$ cat src/rtl/alu_pkg.sv
// rtl/alu_pkg.sv - opcode constants, writeback FSM states and write-op decode for alu_writeback
package alu_pkg;

  localparam logic [2:0] OP_ADD = 3'b010;
  localparam logic [2:0] OP_SUB = 3'b011;
  localparam logic [2:0] OP_MUL = 3'b100;
  localparam logic [2:0] OP_DIV = 3'b101;
  localparam logic [2:0] OP_SHL = 3'b110;

  typedef enum logic [1:0] {
    IDLE = 2'd0,
    WR1  = 2'd1,
    WR2  = 2'd2
  } wb_state_t;

  function automatic logic is_write_op(input logic [2:0] op);
    return (op == OP_ADD) || (op == OP_SUB) || (op == OP_MUL) ||
           (op == OP_DIV) || (op == OP_SHL);
  endfunction

endpackage

$ cat src/rtl/alu_writeback_if.sv
// rtl/alu_writeback_if.sv - execute-to-writeback result handshake
interface alu_writeback_if #(
  parameter int DATA_W = 16,
  parameter int ADDR_W = 4,
  parameter int OP_W   = 3
) ();

  logic              InValid;
  logic              InReady;
  logic [OP_W-1:0]   InOp;
  logic [DATA_W-1:0] InRes1;
  logic [DATA_W-1:0] InRes2;
  logic              InZero;
  logic [ADDR_W-1:0] InDestA;
  logic [ADDR_W-1:0] InDestB;

  modport master (
    output InValid, InOp, InRes1, InRes2, InZero, InDestA, InDestB,
    input  InReady
  );

  modport slave (
    input  InValid, InOp, InRes1, InRes2, InZero, InDestA, InDestB,
    output InReady
  );

endinterface

$ cat src/rtl/alu_writeback.sv
// rtl/alu_writeback.sv - registered ALU result stage driving the register-file write port
// Optional macro WB_BYPASS_EN adds the operand-forwarding outputs.
module alu_writeback
  import alu_pkg::*;
#(
  parameter int DATA_W = 16,
  parameter int ADDR_W = 4,
  parameter int OP_W   = 3
) (
  input  logic              Clk,
  input  logic              Reset,
  alu_writeback_if.slave    ex,
  output logic              RegWrEn,
  output logic [ADDR_W-1:0] RegWrAddr,
  output logic [DATA_W-1:0] RegWrData,
  output logic              ZeroFlag
`ifdef WB_BYPASS_EN
  ,
  output logic              FwdValid,
  output logic [ADDR_W-1:0] FwdAddr,
  output logic [DATA_W-1:0] FwdData,
  output logic [ADDR_W-1:0] FwdAddr2,
  output logic [DATA_W-1:0] FwdData2
`endif
);

  wb_state_t         state_q, state_d;
  logic              div_q, div_d;
  logic              wr_en_q, wr_en_d;
  logic [ADDR_W-1:0] wr_addr_q, wr_addr_d;
  logic [DATA_W-1:0] wr_data_q, wr_data_d;
  logic              zero_q, zero_d;
  logic [DATA_W-1:0] rem_q, rem_d;
  logic [ADDR_W-1:0] destb_q, destb_d;
  logic              accept;

  // Only the quotient cycle of a DIV blocks: the remainder write owns the port next cycle.
  assign ex.InReady = !((state_q == WR1) && div_q);
  assign accept     = ex.InValid && ex.InReady;

  always_comb begin
    state_d   = state_q;
    div_d     = div_q;
    wr_en_d   = wr_en_q;
    wr_addr_d = wr_addr_q;
    wr_data_d = wr_data_q;
    zero_d    = zero_q;
    rem_d     = rem_q;
    destb_d   = destb_q;

    if ((state_q == WR1) && div_q) begin
      state_d   = WR2;
      div_d     = 1'b0;
      wr_en_d   = 1'b1;
      wr_addr_d = destb_q;
      wr_data_d = rem_q;
    end else if (accept) begin
      zero_d = ex.InZero;
      if (is_write_op(ex.InOp)) begin
        state_d   = WR1;
        div_d     = (ex.InOp == OP_DIV);
        wr_en_d   = 1'b1;
        wr_addr_d = ex.InDestA;
        wr_data_d = ex.InRes1;
        if (ex.InOp == OP_DIV) begin
          rem_d   = ex.InRes2;
          destb_d = ex.InDestB;
        end
      end else begin
        state_d = IDLE;
        div_d   = 1'b0;
        wr_en_d = 1'b0;
      end
    end else begin
      state_d = IDLE;
      div_d   = 1'b0;
      wr_en_d = 1'b0;
    end
  end

  always_ff @(posedge Clk or negedge Reset) begin
    if (!Reset) begin
      state_q   <= IDLE;
      div_q     <= 1'b0;
      wr_en_q   <= 1'b0;
      wr_addr_q <= '0;
      wr_data_q <= '0;
      zero_q    <= 1'b0;
      rem_q     <= '0;
      destb_q   <= '0;
    end else begin
      state_q   <= state_d;
      div_q     <= div_d;
      wr_en_q   <= wr_en_d;
      wr_addr_q <= wr_addr_d;
      wr_data_q <= wr_data_d;
      zero_q    <= zero_d;
      rem_q     <= rem_d;
      destb_q   <= destb_d;
    end
  end

  assign RegWrEn   = wr_en_q;
  assign RegWrAddr = wr_addr_q;
  assign RegWrData = wr_data_q;
  assign ZeroFlag  = zero_q;

`ifdef WB_BYPASS_EN
  // The second pair exposes the pending remainder while the quotient is being written.
  assign FwdValid = wr_en_q;
  assign FwdAddr  = wr_addr_q;
  assign FwdData  = wr_data_q;
  assign FwdAddr2 = destb_q;
  assign FwdData2 = rem_q;
`endif

endmodule

$ cat src/flat_wrapper.sv
// flat-port wrapper written by rule: the top's interface ports become plain ports
module alu_writeback_flat import alu_pkg::*;
#(
  parameter int DATA_W = 16,
  parameter int ADDR_W = 4,
  parameter int OP_W   = 3
)
  (Clk, Reset, RegWrEn, RegWrAddr, RegWrData, ZeroFlag, ex_InValid, ex_InOp, ex_InRes1, ex_InRes2, ex_InZero, ex_InDestA, ex_InDestB, ex_InReady);
  alu_writeback_if #(.DATA_W(DATA_W), .ADDR_W(ADDR_W), .OP_W(OP_W)) ex_i ();
  input  logic Clk;
  input  logic Reset;
  output logic RegWrEn;
  output logic [ADDR_W-1:0] RegWrAddr;
  output logic [DATA_W-1:0] RegWrData;
  output logic ZeroFlag;
  input wire logic [$bits(ex_i.InValid)-1:0] ex_InValid;
  input wire logic [$bits(ex_i.InOp)-1:0] ex_InOp;
  input wire logic [$bits(ex_i.InRes1)-1:0] ex_InRes1;
  input wire logic [$bits(ex_i.InRes2)-1:0] ex_InRes2;
  input wire logic [$bits(ex_i.InZero)-1:0] ex_InZero;
  input wire logic [$bits(ex_i.InDestA)-1:0] ex_InDestA;
  input wire logic [$bits(ex_i.InDestB)-1:0] ex_InDestB;
  output wire logic [$bits(ex_i.InReady)-1:0] ex_InReady;
  assign ex_i.InValid = ex_InValid;
  assign ex_i.InOp = ex_InOp;
  assign ex_i.InRes1 = ex_InRes1;
  assign ex_i.InRes2 = ex_InRes2;
  assign ex_i.InZero = ex_InZero;
  assign ex_i.InDestA = ex_InDestA;
  assign ex_i.InDestB = ex_InDestB;
  assign ex_InReady = ex_i.InReady;
  alu_writeback #(.DATA_W(DATA_W), .ADDR_W(ADDR_W), .OP_W(OP_W)) u_core (.Clk(Clk), .Reset(Reset), .ex(ex_i), .RegWrEn(RegWrEn), .RegWrAddr(RegWrAddr), .RegWrData(RegWrData), .ZeroFlag(ZeroFlag));
endmodule
$ cat config.mk
export PLATFORM = sky130hd
export DESIGN_NAME = alu_writeback_flat
export DESIGN_NICKNAME = d
export VERILOG_FILES = /design/src/rtl/alu_pkg.sv /design/src/rtl/alu_writeback_if.sv /design/src/rtl/alu_writeback.sv /design/src/flat_wrapper.sv
export SDC_FILE = /design/constraint.sdc
export NUM_CORES = 1
export LEC_CHECK = 0
export ABC_AREA = 0
export CORE_ASPECT_RATIO = 1.5
export CORE_UTILIZATION = 40
export DETAILED_ROUTE_END_ITERATION = 6
export PLACE_DENSITY = 0.72
export SLEW_MARGIN = 20
export SYNTH_ARGS = -nofsm -noshare
export SYNTH_HDL_FRONTEND = slang
export SYNTH_SLANG_ARGS = --single-unit
$ cat constraint.sdc
create_clock -name Clk -period 3.35 [get_ports Clk]
set_input_delay 0.5025 -clock Clk [delete_from_list [all_inputs] [get_ports Clk]]
set_output_delay 0.5025 -clock Clk [all_outputs]
set_load 0.02 [all_outputs]
==> flow_summary_export.csv, run 1 <==
group,metric,value,unit
outcome,status,"completed",
global_route,grt_overflow_total,0,
global_route,grt_use_total,19.9,%
synthesis,synthDistinctLibCells,19,
sta,hold_viol_final,0,
pwr,power.density,480,nW/um2
synthesis,synthCells,175,
floorplanning,die-area,5440,um2
floorplanning,rows,31,
clock_tree,cts_root_buffer,"clkbuf_8",
clock_tree,cts_buffer_depth,2,
global_route,grt_use_met2,31.0,%
route,drcViolationCount,0,
clock_tree,htreeDepth,2,
route,drt_first_pass_iters,4,
global_route,grt_first_pass_wirelength,8110,um
floorplanning,core,4890,um2
global_route,grt_pass1_vias,1638,
finish,drive_gt1_share,13.9,%
route,wirelength,4980,um
route,wl_per_cell,16.4,um
setup_path,r2r-start,"u_core.state_q[1]",
synthesis,syn_area,2060,um2
clock_tree,cts_hold_buf,0,
placed_design,placed_cells,296,
route,dr_total_vias,1645,
sta,max_freq,404,MHz
setup_path,worst_setup_path_start_kind,"register",
run,maxCapViolCount,0,
clock_tree,post_cts_resized,0,
synthesis,synth_area_per_cell,11.8,um2
setup_path,endpoint_kind,"output port",
setup_path,worstPathMaxFanout,24,
finish,fin_nets,284,
route,drt_iter0_drc,50,
clock_tree,clk_pin_slew,0.08,ns
floorplanning,die_y,89.8,um
route,viasPerCell,5.41,
global_route,grt_busiest_layer,"met2",
placed_design,place_area,2760,um2
setup_path,r2r_slack,1.34,ns
pwr,p_leak,1.23,nW
placed_design,place_congestion,0.826,
finish,final_cell_mix,"clkdlybuf4s50_1 (68), dfrtp_1 (45), o21ai_0 (21)",
global_route,grt_max_degree,46,
synthesis,ys_seq_area_share,54.7,%
clock_tree,post_cts_buffers,0,
floorplanning,start_util,42.1,%
setup_path,cp.arrival,1.98,ns
synthesis,yosysTopAreaCellShare,54.7,%
synthesis,yosysTopAreaCell,"dfrtp_1",
sta,fin_ws,0.872,ns
synthesis,synth_top_cells_by_area,"dfrtp_1 (55%), mux2_4 (14%), a41oi_1 (8.5%), o21ai_0 (5.4%), a21oi_1 (4.9%)",
sta,rsz0062_at_grt,"false",
global_route,antenna_found_initial,0,
sta,fin_worst_skew,0.00695,ns
route,ant_nets,0,
global_route,use_met3,3.88,%
finish,finalInstanceArea,2840,um2
setup_path,worstPathRequired,2.85,ns
synthesis,ys_seq_elements,45,
clock_tree,cts_tree,"done",
placed_design,dp_hpwl,3260,um
placed_design,io_buffers,69,
sta,setup_violations,0,
pwr,power,1.36,mW
placed_design,dp_slack,1.06,ns
global_route,grt_util_met1,26.4,%
finish,fillCellCount,439,
pwr,ir_worst_vdd,0.309,mV
finish,antenna_cells,0,
setup_path,rr_endpoint,"u_core.rem_q[15]",
sta,fin_setup_tns,0,ns
hold_path,hold_path_class,"input port to async pin",
setup_path,reg2regPathDepth,5,
floorplanning,dieWidth,60.6,um
sta,fin_crit_sh,74.0,%
clock_tree,clkSinkCount,45,
synthesis,synth_nets,222,
sta,slew_viol_final,0,
finish,syn_to_final_growth,38.1,%
synthesis,yosys_warnings,0,
clock_tree,numCtsBuffers,5,
setup_path,critical_path_class,"register to output port",
finish,final_common_cell,"clkdlybuf4s50_1",
sta,slew_headroom,48.5,%
sta,fin_crit,2.48,ns
setup_path,crit_start,"u_core.state_q[1]",
clock_tree,clk_latency,0.29,ns
floorplanning,io_pins,70,
finish,final_cell_count_no_fill,304,
sta,worst_pin_slew,0.770,ns
-- sequential cells by signal, indices dropped and copies added, names as in the netlist --
name / count
u_core.RegWrEn: 1
u_core.RegWrAddr: 4
u_core.ZeroFlag: 1
u_core.state_q: 2
u_core.RegWrData: 16
u_core.rem_q: 16
u_core.div_q: 1
u_core.destb_q: 4
-- worst max-delay path: stages (launching register included) --
cell	delay (ns)
dfrtp_1	0.37
and3b_1	0.20
buf_4	0.27
clkinv_4	0.25
clkdlybuf4s50_1	0.60
-- Yosys cell counts (all sizes together) --
cell / n
dfrtp: 45
o21ai: 22
mux2: 21
a21oi: 20
a41oi: 20
nor2: 20
clkbuf: 12
buf: 5
and3b: 2
nand3: 2
and3: 1
clkinv: 1
inv: 1
nand2: 1
nor3: 1
or2: 1
-- per-layer routing --
| metal | routed length (um) | part of all wire (%) |
|---|---|---|
| met1 | 2040 | 41 |
| met3 | 204 | 4.1 |
| met4 | 127 | 2.6 |
| met2 | 2600 | 52 |
| met5 | 0 | 0 |
-- stage by stage --
stage	hold WS [ns]	utilization, %
floorplan	0.207	-
global placement	0.490	56.5
detailed placement	0.493	56.5
CTS	0.408	58.1
global route	0.239	58.1
finish	0.196	58.1
-- where the power goes --
group | total, mW | internal, mW | switching [mW]
Sequential | 0.692 | 0.638 | 0.0540
Combinational | 0.357 | 0.212 | 0.145
Clock | 0.316 | 0.148 | 0.168
Total | 1.36 | 0.999 | 0.366
-- layout make-up --
type	count	area, um2	share of cell area, %
Sequential cell	45	1130	39.6
Multi-Input combinational cell	111	830	29.2
Timing Repair Buffer	72	711	25.0
Tap cell	66	82.6	2.91
Clock buffer	8	80.1	2.82
Inverter	2	12.5	0.440
-- how the worst max path moves through the flow --
stage / endpoint / slack (ns) / cells past startpoint
after detailed placement: u_core.RegWrData[9] / 1.06 / 4
after global routing: ex_InReady / 0.79 / 4
final: ex_InReady / 0.87 / 4
after CTS: ex_InReady / 0.87 / 4
after floorplan: ex_InReady / 1.94 / 4
after global placement: u_core.RegWrAddr[3] / 1.12 / 4
-- cells by family (layout without fill, tap and decap cells) --
logic type / Yosys count / count (layout) / share of synthesized area [%]
compound gates: 62 / 62 / 18.7
flops: 45 / 45 / 54.7
simple gates: 28 / 28 / 6.63
mux: 21 / 21 / 15.0
buf+inv: 19 / 82 / 4.93
Power figures use the tool's default switching activity.
==> inputs of run 2 (changes only) <==
==> constraint.sdc (replaced) <==
create_clock -name Clk -period 2.4 [get_ports Clk]
set_input_delay 0.36 -clock Clk [delete_from_list [all_inputs] [get_ports Clk]]
set_output_delay 0.36 -clock Clk [all_outputs]
set_load 0.02 [all_outputs]
==> run 2 against run 1 <==
  * Power is 41% higher
  * Sequential cell count unchanged
  * Sequential power up 39%
==> flow_summary_export.csv, run 2 (same netlist as run 1, synthesis figures left out) <==
group,metric,value,unit
setup_path,rr_endpoint,"u_core.rem_q[15]",
route,drt_first_pass_iters,4,
route,drt_iter0_drc,51,
setup_path,reg2regPathDepth,4,
route,dr_total_vias,1599,
placed_design,io_buffers,69,
clock_tree,clkSinkCount,45,
finish,antenna_cells,0,
sta,fin_crit,2.09,ns
pwr,pwr-share-seq,50.1,%
global_route,grt_overflow_total,0,
floorplanning,dieWidth,60.6,um
finish,final_cell_mix,"clkdlybuf4s50_1 (68), dfrtp_1 (45), o21ai_0 (21)",
pwr,clkPwrFrac,23.5,%
floorplanning,io_pins,70,
setup_path,cp.arrival,1.73,ns
pwr,power.density,668,nW/um2
clock_tree,post_cts_buffers,0,
finish,final_cell_count_no_fill,309,
finish,finalInstanceArea,2880,um2
sta,hold_viol_final,0,
floorplanning,rows,31,
sta,worst_pin_slew,0.427,ns
floorplanning,die-area,5440,um2
clock_tree,clk_pin_slew,0.08,ns
placed_design,placed_cells,300,
setup_path,critical_path_class,"register to output port",
placed_design,dp_hpwl,3480,um
global_route,grt_max_degree,31,
finish,drive_gt1_share,15.6,%
route,viasPerCell,5.17,
sta,slew_viol_final,0,
finish,final_common_cell,"clkdlybuf4s50_1",
setup_path,worst_setup_path_start_kind,"register",
pwr,intPower,1.40,mW
clock_tree,htreeDepth,2,
run,maxCapViolCount,0,
clock_tree,clk_latency,0.29,ns
clock_tree,cts_root_buffer,"clkbuf_8",
placed_design,place_congestion,0.789,
outcome,status,"completed",
clock_tree,post_cts_resized,0,
sta,fin_worst_skew,0.00741,ns
setup_path,worstPathMaxFanout,24,
clock_tree,cts_tree,"done",
pwr,ir_worst_vdd,0.485,mV
floorplanning,die_y,89.8,um
global_route,grt_pass1_vias,1599,
finish,regArea,1130,um2
setup_path,worstPathRequired,2.04,ns
route,wl_per_cell,16.4,um
clock_tree,numCtsBuffers,5,
route,ant_nets,0,
setup_path,r2r_slack,0.66,ns
placed_design,place_area,2790,um2
sta,rsz0062_at_grt,"false",
finish,multi_input_area,830,um2
hold_path,hold_path_class,"input port to async pin",
pwr,power.switching,0.527,mW
floorplanning,start_util,42.1,%
pwr,switching_share,27.4,%
global_route,grt_use_total,20.0,%
global_route,antenna_found_initial,0,
sta,fin_crit_sh,87.0,%
finish,fin_nets,289,
floorplanning,core,4890,um2
route,drcViolationCount,0,
global_route,grt_first_pass_wirelength,8150,um
route,wirelength,5060,um
sta,setup_violations,0,
pwr,pwr-share-comb,26.4,%
sta,slew_headroom,71.5,%
sta,fin_setup_tns,0,ns
finish,fillCellCount,439,
sta,max_freq,479,MHz
pwr,p_leak,1.25,nW
setup_path,endpoint_kind,"output port",
clock_tree,cts_hold_buf,1,
finish,syn_to_final_growth,40.1,%
clock_tree,cts_buffer_depth,2,
setup_path,r2r-start,"u_core.state_q[1]",
-- run 2: area by class of cell --
type / instances / area share (%)
Clock buffer: 7 / 2.65
Clock inverter: 1 / 0.260
Inverter: 2 / 0.434
Multi-Input combinational cell: 111 / 28.8
Sequential cell: 45 / 39.1
Tap cell: 66 / 2.86
Timing Repair Buffer: 77 / 26.0
-- run 2: power groups by stage --
stage               Combinational (mW)  Clock, mW  Sequential, mW
finish                           0.508      0.453           0.965
global route                     0.541      0.497           0.982
CTS                              0.512      0.465           0.965
detailed placement               0.509          0           0.979
global placement                 0.500          0           0.975
floorplan                        0.201          0            1.03
-- run 2: per-stage QoR --
step	util, %	power, mW	hold slack (ns)	worst slack [ns]
2_1_floorplan	-	1.23	0.0644	1.02
4_1_cts	59.0	1.94	0.513	0.300
3_5_place_dp	57.1	1.49	0.279	0.384
6_report	59.0	1.92	0.505	0.313
3_3_place_gp	57.1	1.48	0.283	0.415
5_1_grt	59.0	2.02	0.530	0.229
-- run 2: per-layer routing --
| metal | global-route usage [%] | vias to the layer above | wire (um) |
|---|---|---|---|
| met4 | 7.77 | 0 | 117 |
| met2 | 32.5 | 51 | 2730 |
| met5 | 0 | - | 0 |
| met3 | 2.45 | 9 | 182 |
| met1 | 26.6 | 762 | 2020 |
| li1 | - | 777 | - |
-- run 2: worst max path at each step --
stage,startpoint,to,depth (start not counted)
after floorplan,u_core.state_q[1],u_core.destb_q[3],6
final,u_core.state_q[1],ex_InReady,3
after CTS,u_core.state_q[1],ex_InReady,3
after global placement,ex_InOp[2],u_core.rem_q[2],4
after detailed placement,ex_InOp[1],u_core.rem_q[0],4
after global routing,u_core.state_q[1],ex_InReady,3
-- run 2: worst max-delay path, cell delays in order, from the launching register on --
cell             delay, ns
dfrtp_1               0.36
and3b_1               0.28
clkinv_4              0.20
clkdlybuf4s50_1       0.59
==> RTL edit 1, RTL diff (settings of run 2) <==
`DATA_W` is set to 16 in 3 places; all go to 20.
--- a/src/rtl/alu_writeback_if.sv
+++ b/src/rtl/alu_writeback_if.sv
@@ -1,5 +1,5 @@
 // rtl/alu_writeback_if.sv - execute-to-writeback result handshake
 interface alu_writeback_if #(
-  parameter int DATA_W = 16,
+  parameter int DATA_W = 20,
   parameter int ADDR_W = 4,
   parameter int OP_W   = 3
--- a/src/rtl/alu_writeback.sv
+++ b/src/rtl/alu_writeback.sv
@@ -4,5 +4,5 @@
   import alu_pkg::*;
 #(
-  parameter int DATA_W = 16,
+  parameter int DATA_W = 20,
   parameter int ADDR_W = 4,
   parameter int OP_W   = 3
--- a/src/flat_wrapper.sv
+++ b/src/flat_wrapper.sv
@@ -2,5 +2,5 @@
 module alu_writeback_flat import alu_pkg::*;
 #(
-  parameter int DATA_W = 16,
+  parameter int DATA_W = 20,
   parameter int ADDR_W = 4,
   parameter int OP_W   = 3
Ports: changed (resized RegWrData, ex_InRes1 and ex_InRes2); port bits go from 70 to 82. The function was not compared with the original's and may differ.
==> RTL edit 1 against run 2 <==
  * Final area rose by 16%
  * Power grew 16%
  * Routed wire length rose by 19%
  * Area after synthesis up 17%
  * Sequential cell count up 8
  * Cell count is 14% higher
  * Clock power grew 9.7%
  * First-iteration DRC count increased by 140%
  * Critical path depth did not move
  * Worst setup slack got worse by 0.038 ns
  * Count of clock-buffer cells in the layout did not move
  * Highest routed layer unchanged
==> RTL edit 1: results (changes against run 2) <==
Global-route wire length before repair -> 9630 um (+18%)
Filler cells -> 520 (+18%)
Critical path's top delay family -> buffers and inverters
DR iter-0 viols -> 124 (+140%)
CP peak stage delay -> 0.60 ns
GR Overflow Total -> 0 (unchanged)
Flop-to-flop setup slack -> 0.59 ns (-0.07 ns)
Cts repair resizes -> 0 (unchanged)
Hold crit path type -> input port to async pin
Yosys cell types -> 20 (+1)
Peak supply drop -> 0.000373 V (-23%)
Max Buffers Root-to-Sink -> 2 (unchanged)
Mapped Nets -> 261 (+18%)
Largest net degree at the start of global routing -> 54 (+74%)
I/O Buffers -> 81 (+17%)
Post-DP HPWL -> 3910 um (+12%)
Root Driver -> clkbuf_8
Crit path launch -> u_core.state_q[1]
Via count -> 1935 (+21%)
Worst skew pair latency -> 0.30 ns
Sequential share of the synthesized area -> 55.1% (+0.35 points)
Drt pass-1 iters -> 4 (unchanged)
Slowest CP cell -> clkdlybuf4s50_1
All-layer global routing usage -> 20.1% (+0.049 points)
Final net count -> 335 (+16%)
Async S/R FF share, synth -> 100% (unchanged)
Top cells by area, synth -> dfrtp_1 (55%), mux2_4 (12%), a41oi_1 (8.7%)
N_diodes -> 0 (unchanged)
Routed wire length -> 6030 um (+19%)
CTS Buf Count -> 5 (unchanged)
Reg-to-reg critical path endpoint -> u_core.rem_q[1]
CP Capture Point -> ex_InReady
Commonest cells in the netlist -> dfrtp_1 (53), o21ai_0 (25), a21oi_1 (24), a41oi_1 (24), nor2_1 (24)
Max_slew headroom -> 34.0% (-38 points)
Pleak -> 1.44 nW (+15%)
CP max FO -> 28 (+17%)
Startpoint types -> flop
Run status -> complete, no violations
Postcts setup bufs -> 0 (unchanged)
Htree depth -> 2 (unchanged)
Share of layout cells above drive strength 1 -> 15.0% (-0.64 points)
Reg clk slew, reported paths -> 0.08 ns (about the same)
Cells on worst reg2reg path -> 4 (unchanged)
Initial antenna violation count -> 0 (unchanged)
RePlAce Congestion -> 0.763 (-3.3%)
Synth warnings -> 0 (unchanged)
Fin Clk Skew -> 0.00279 ns (-0.00462 ns)
Final setup margin -> 0.275 ns (-0.0381 ns)
Critical Path AT -> 1.77 ns (+0.04 ns)
## RTL edit 1: cell types whose count changed after synthesis
cell,before,now
dfrtp_1,45,53
a21oi_1,20,24
a41oi_1,20,24
mux2_2,2,6
nor2_1,20,24
buf_2,2,5
o21ai_0,22,25
o21ai_1,0,1
## RTL edit 1: stage by stage
step	cells	cell area (um2)
2_1_floorplan	206	2410
6_report	352	3350
3_5_place_dp	345	3260
3_3_place_gp	345	3260
4_1_cts	352	3350
5_1_grt	352	3350
## RTL edit 1: worst min path at each step
stage                     start                   end  slack, ns  cells after the start
after detailed placement  Reset  u_core.RegWrData[18]       0.38                      2
after CTS                 Reset   u_core.RegWrData[9]       0.05                      2
after global routing      Reset   u_core.RegWrData[9]       0.04                      2
after global placement    Reset        u_core.RegWrEn       0.37                      2
final                     Reset        u_core.RegWrEn       0.03                      2
after floorplan           Reset   u_core.RegWrAddr[0]       0.06                      0
## RTL edit 1: area by class of cell
type                            instances  area share, %
Sequential cell                        53           39.6
Clock buffer                            7           2.58
Timing Repair Buffer                   87           25.8
Multi-Input combinational cell        131           28.9
Tap cell                               72           2.69
Inverter                                2          0.374
## RTL edit 1: routing by layer
layer | track usage, % | share of wire [%] | routed length (um) | up-vias
li1 | - | - | - | 902
met1 | 26.0 | 41 | 2490 | 947
met2 | 32.0 | 51 | 3090 | 72
met3 | 3.89 | 4.5 | 269 | 14
met4 | 8.70 | 2.9 | 175 | 0
met5 | 0 | 0 | 0 | -
## RTL edit 1: where the power goes
| group | total, mW | leakage [nW] | internal [mW] | switching, mW |
|---|---|---|---|---|
| sequential | 1.14 | 0.646 | 1.05 | 0.0882 |
| clock | 0.497 | 0.0443 | 0.229 | 0.268 |
| combinational | 0.594 | 0.747 | 0.348 | 0.246 |
| total | 2.23 | 1.44 | 1.63 | 0.601 |
## RTL edit 1: worst reg2reg max path: cells and delay by family (launching register included)
kind,cells,cell delay (ns)
mux,1,0.40
flops,1,0.36
buf+inv,1,0.22
simple gates,2,0.72
## RTL edit 1: cells by family after synthesis
kind of cell,synth area share [%]
DFF,55.1
muxes,14.7
AOI/OAI and AO/OA,19.1
and+or+nand+nor,6.29
buffers and inverters,4.83
==> RTL edit 2, RTL diff (config.mk and constraints of run 2) <==
Without the edit above. Encoding of `wb_state_t`: now one-hot (3 bits for 3 states).
--- a/src/rtl/alu_pkg.sv
+++ b/src/rtl/alu_pkg.sv
@@ -8,8 +8,8 @@
   localparam logic [2:0] OP_SHL = 3'b110;
 
-  typedef enum logic [1:0] {
-    IDLE = 2'd0,
-    WR1  = 2'd1,
-    WR2  = 2'd2
+  typedef enum logic [2:0] {
+    IDLE = 3'b001,
+    WR1  = 3'b010,
+    WR2  = 3'b100
   } wb_state_t;
 
Function: no difference found for any inputs over 10 cycles, from zero or initial values and one cycle with Reset low; not proved beyond that.
==> RTL edit 2 against run 2 <==
  * Worst setup slack worse by 0.045 ns
  * Non-clock buffer count down 3
  * Clock skew shrank 0.0015 ns
  * Clock power is 5.7% higher
  * Sequential cell count rose by 1
  * Final area up 0.87%
  * Count of clock-buffer cells in the layout did not move
  * Register-to-register slack worse by 0.06 ns
  * Area after synthesis grew 1.7%
  * Sequential power grew 1%
  * Power rose by 0.70%
  * Routed wire length is 10% lower
  * Global-route usage fell by 2.1 points
  * Largest power group unchanged
==> RTL edit 2: results (changes against run 2) <==
Run status -> complete, no violations
Crit path launch -> u_core.state_q[2]
All-layer global routing usage -> 18.0% (-2.1 points)
# placed instances -> 299 (-0.33%)
Fin Clk Skew -> 0.00595 ns (-0.00146 ns)
Final setup margin -> 0.268 ns (-0.0446 ns)
Largest net degree at the start of global routing -> 47 (+52%)
Pleak -> 1.28 nW (+2.1%)
DR iter-0 viols -> 48 (-5.9%)
Compound-Gate Fraction of Synth Area -> 14.6% (-4.1 points)
Mux cell area share after synthesis -> 14.7% (-0.25 points)
Pint -> 1.43 mW (+2.5%)
Commonest cells in the netlist -> dfrtp_1 (45), nand2_1 (42), o211ai_1 (40), mux2_4 (19), clkbuf_1 (7)
RePlAce Congestion -> 0.734 (-6.9%)
Yosys cell types -> 20 (+1)
Top cells by area, synth -> dfrtp_1 (54%), o211ai_1 (14%), mux2_4 (14%)
Flop-to-flop setup slack -> 0.60 ns (-0.06 ns)
Vias in the first global route -> 1510 (-5.6%)
Filler cells -> 431 (-1.8%)
Post-placement setup slack -> 0.330 ns (-0.0543 ns)
Critical Path AT -> 1.77 ns (+0.04 ns)
WL per Instance -> 14.8 um (-9.7%)
Placement Cell Area -> 2820 um2 (+0.99%)
CP max FO -> 23 (-4.2%)
Via density per instance -> 5.09 (-1.7%)
Share of layout cells above drive strength 1 -> 16.2% (+0.54 points)
Post-DP HPWL -> 3060 um (-12%)
Drt pass-1 iters -> 5 (+1)
Max_slew headroom -> 44.3% (-27 points)
Reg2Reg Launch Point -> u_core.state_q[2]
Routed wire length -> 4540 um (-10%)
Peak supply drop -> 0.000529 V (+9.1%)
Multi-input gate area -> 848 um2 (+2.3%)
## RTL edit 2: cell count changes after synthesis, sizes merged, moves of 4 or more
cell / change
nand2: +41
o211ai: +40
o21ai: -21
a21oi: -20
a41oi: -20
nor2: -19
clkbuf: -5
buf: +4
## RTL edit 2: cells by family after synthesis
group / count (synthesis)
AO/OA/AOI/OAI: 41
flip-flops: 46
multiplexers: 21
buffers and inverters: 18
AND/OR/NAND/NOR: 49
## RTL edit 2: layer usage
layer	vias up	part of all wire (%)	GRT usage, %
met4	0	1.7	5.30
met3	6	3.9	4.01
met2	41	54	30.0
met1	768	41	22.5
met5	-	0	0
li1	747	-	-
## RTL edit 2: per-stage QoR
| step | hold slack [ns] | total power, mW |
|---|---|---|
| 5_1_grt | 0.185 | 2.04 |
| 4_1_cts | 0.160 | 1.95 |
| 3_5_place_dp | 0.478 | 1.48 |
| 3_3_place_gp | 0.482 | 1.47 |
| 6_report | 0.146 | 1.94 |
| 2_1_floorplan | 0.0644 | 1.24 |
## RTL edit 2: power by group through the flow
stage	Sequential, mW	Combinational (mW)	Clock [mW]
after floorplan	1.04	0.201	0
after global placement	0.988	0.480	0
after detailed placement	0.991	0.486	0
after CTS	0.977	0.489	0.488
after global routing	0.990	0.522	0.523
final	0.977	0.482	0.479
## RTL edit 2: area by class of cell
| type | count | area share [%] |
|---|---|---|
| clock inverters | 1 | 0.172 |
| well taps | 66 | 2.84 |
| clock buffers | 7 | 2.97 |
| flip-flops and latches | 46 | 39.6 |
| multi-input cells | 111 | 29.2 |
| inverters | 2 | 0.344 |
| repair buffers | 74 | 24.9 |
## RTL edit 2: critical path, stage by stage (launching register included)
cell and delay (ns):
dfrtp_1 0.40, nor4bb_4 0.34, inv_4 0.17, clkdlybuf4s50_1 0.57
## RTL edit 2: worst min path at each step
stage	to	slack (ns)	cells past startpoint
2_1_floorplan	u_core.RegWrAddr[0]	0.06	0
3_3_place_gp	u_core.rem_q[6]	0.48	2
3_5_place_dp	u_core.rem_q[7]	0.48	2
4_1_cts	u_core.RegWrData[0]	0.16	2
5_1_grt	u_core.rem_q[6]	0.19	2
6_report	u_core.RegWrData[0]	0.15	2
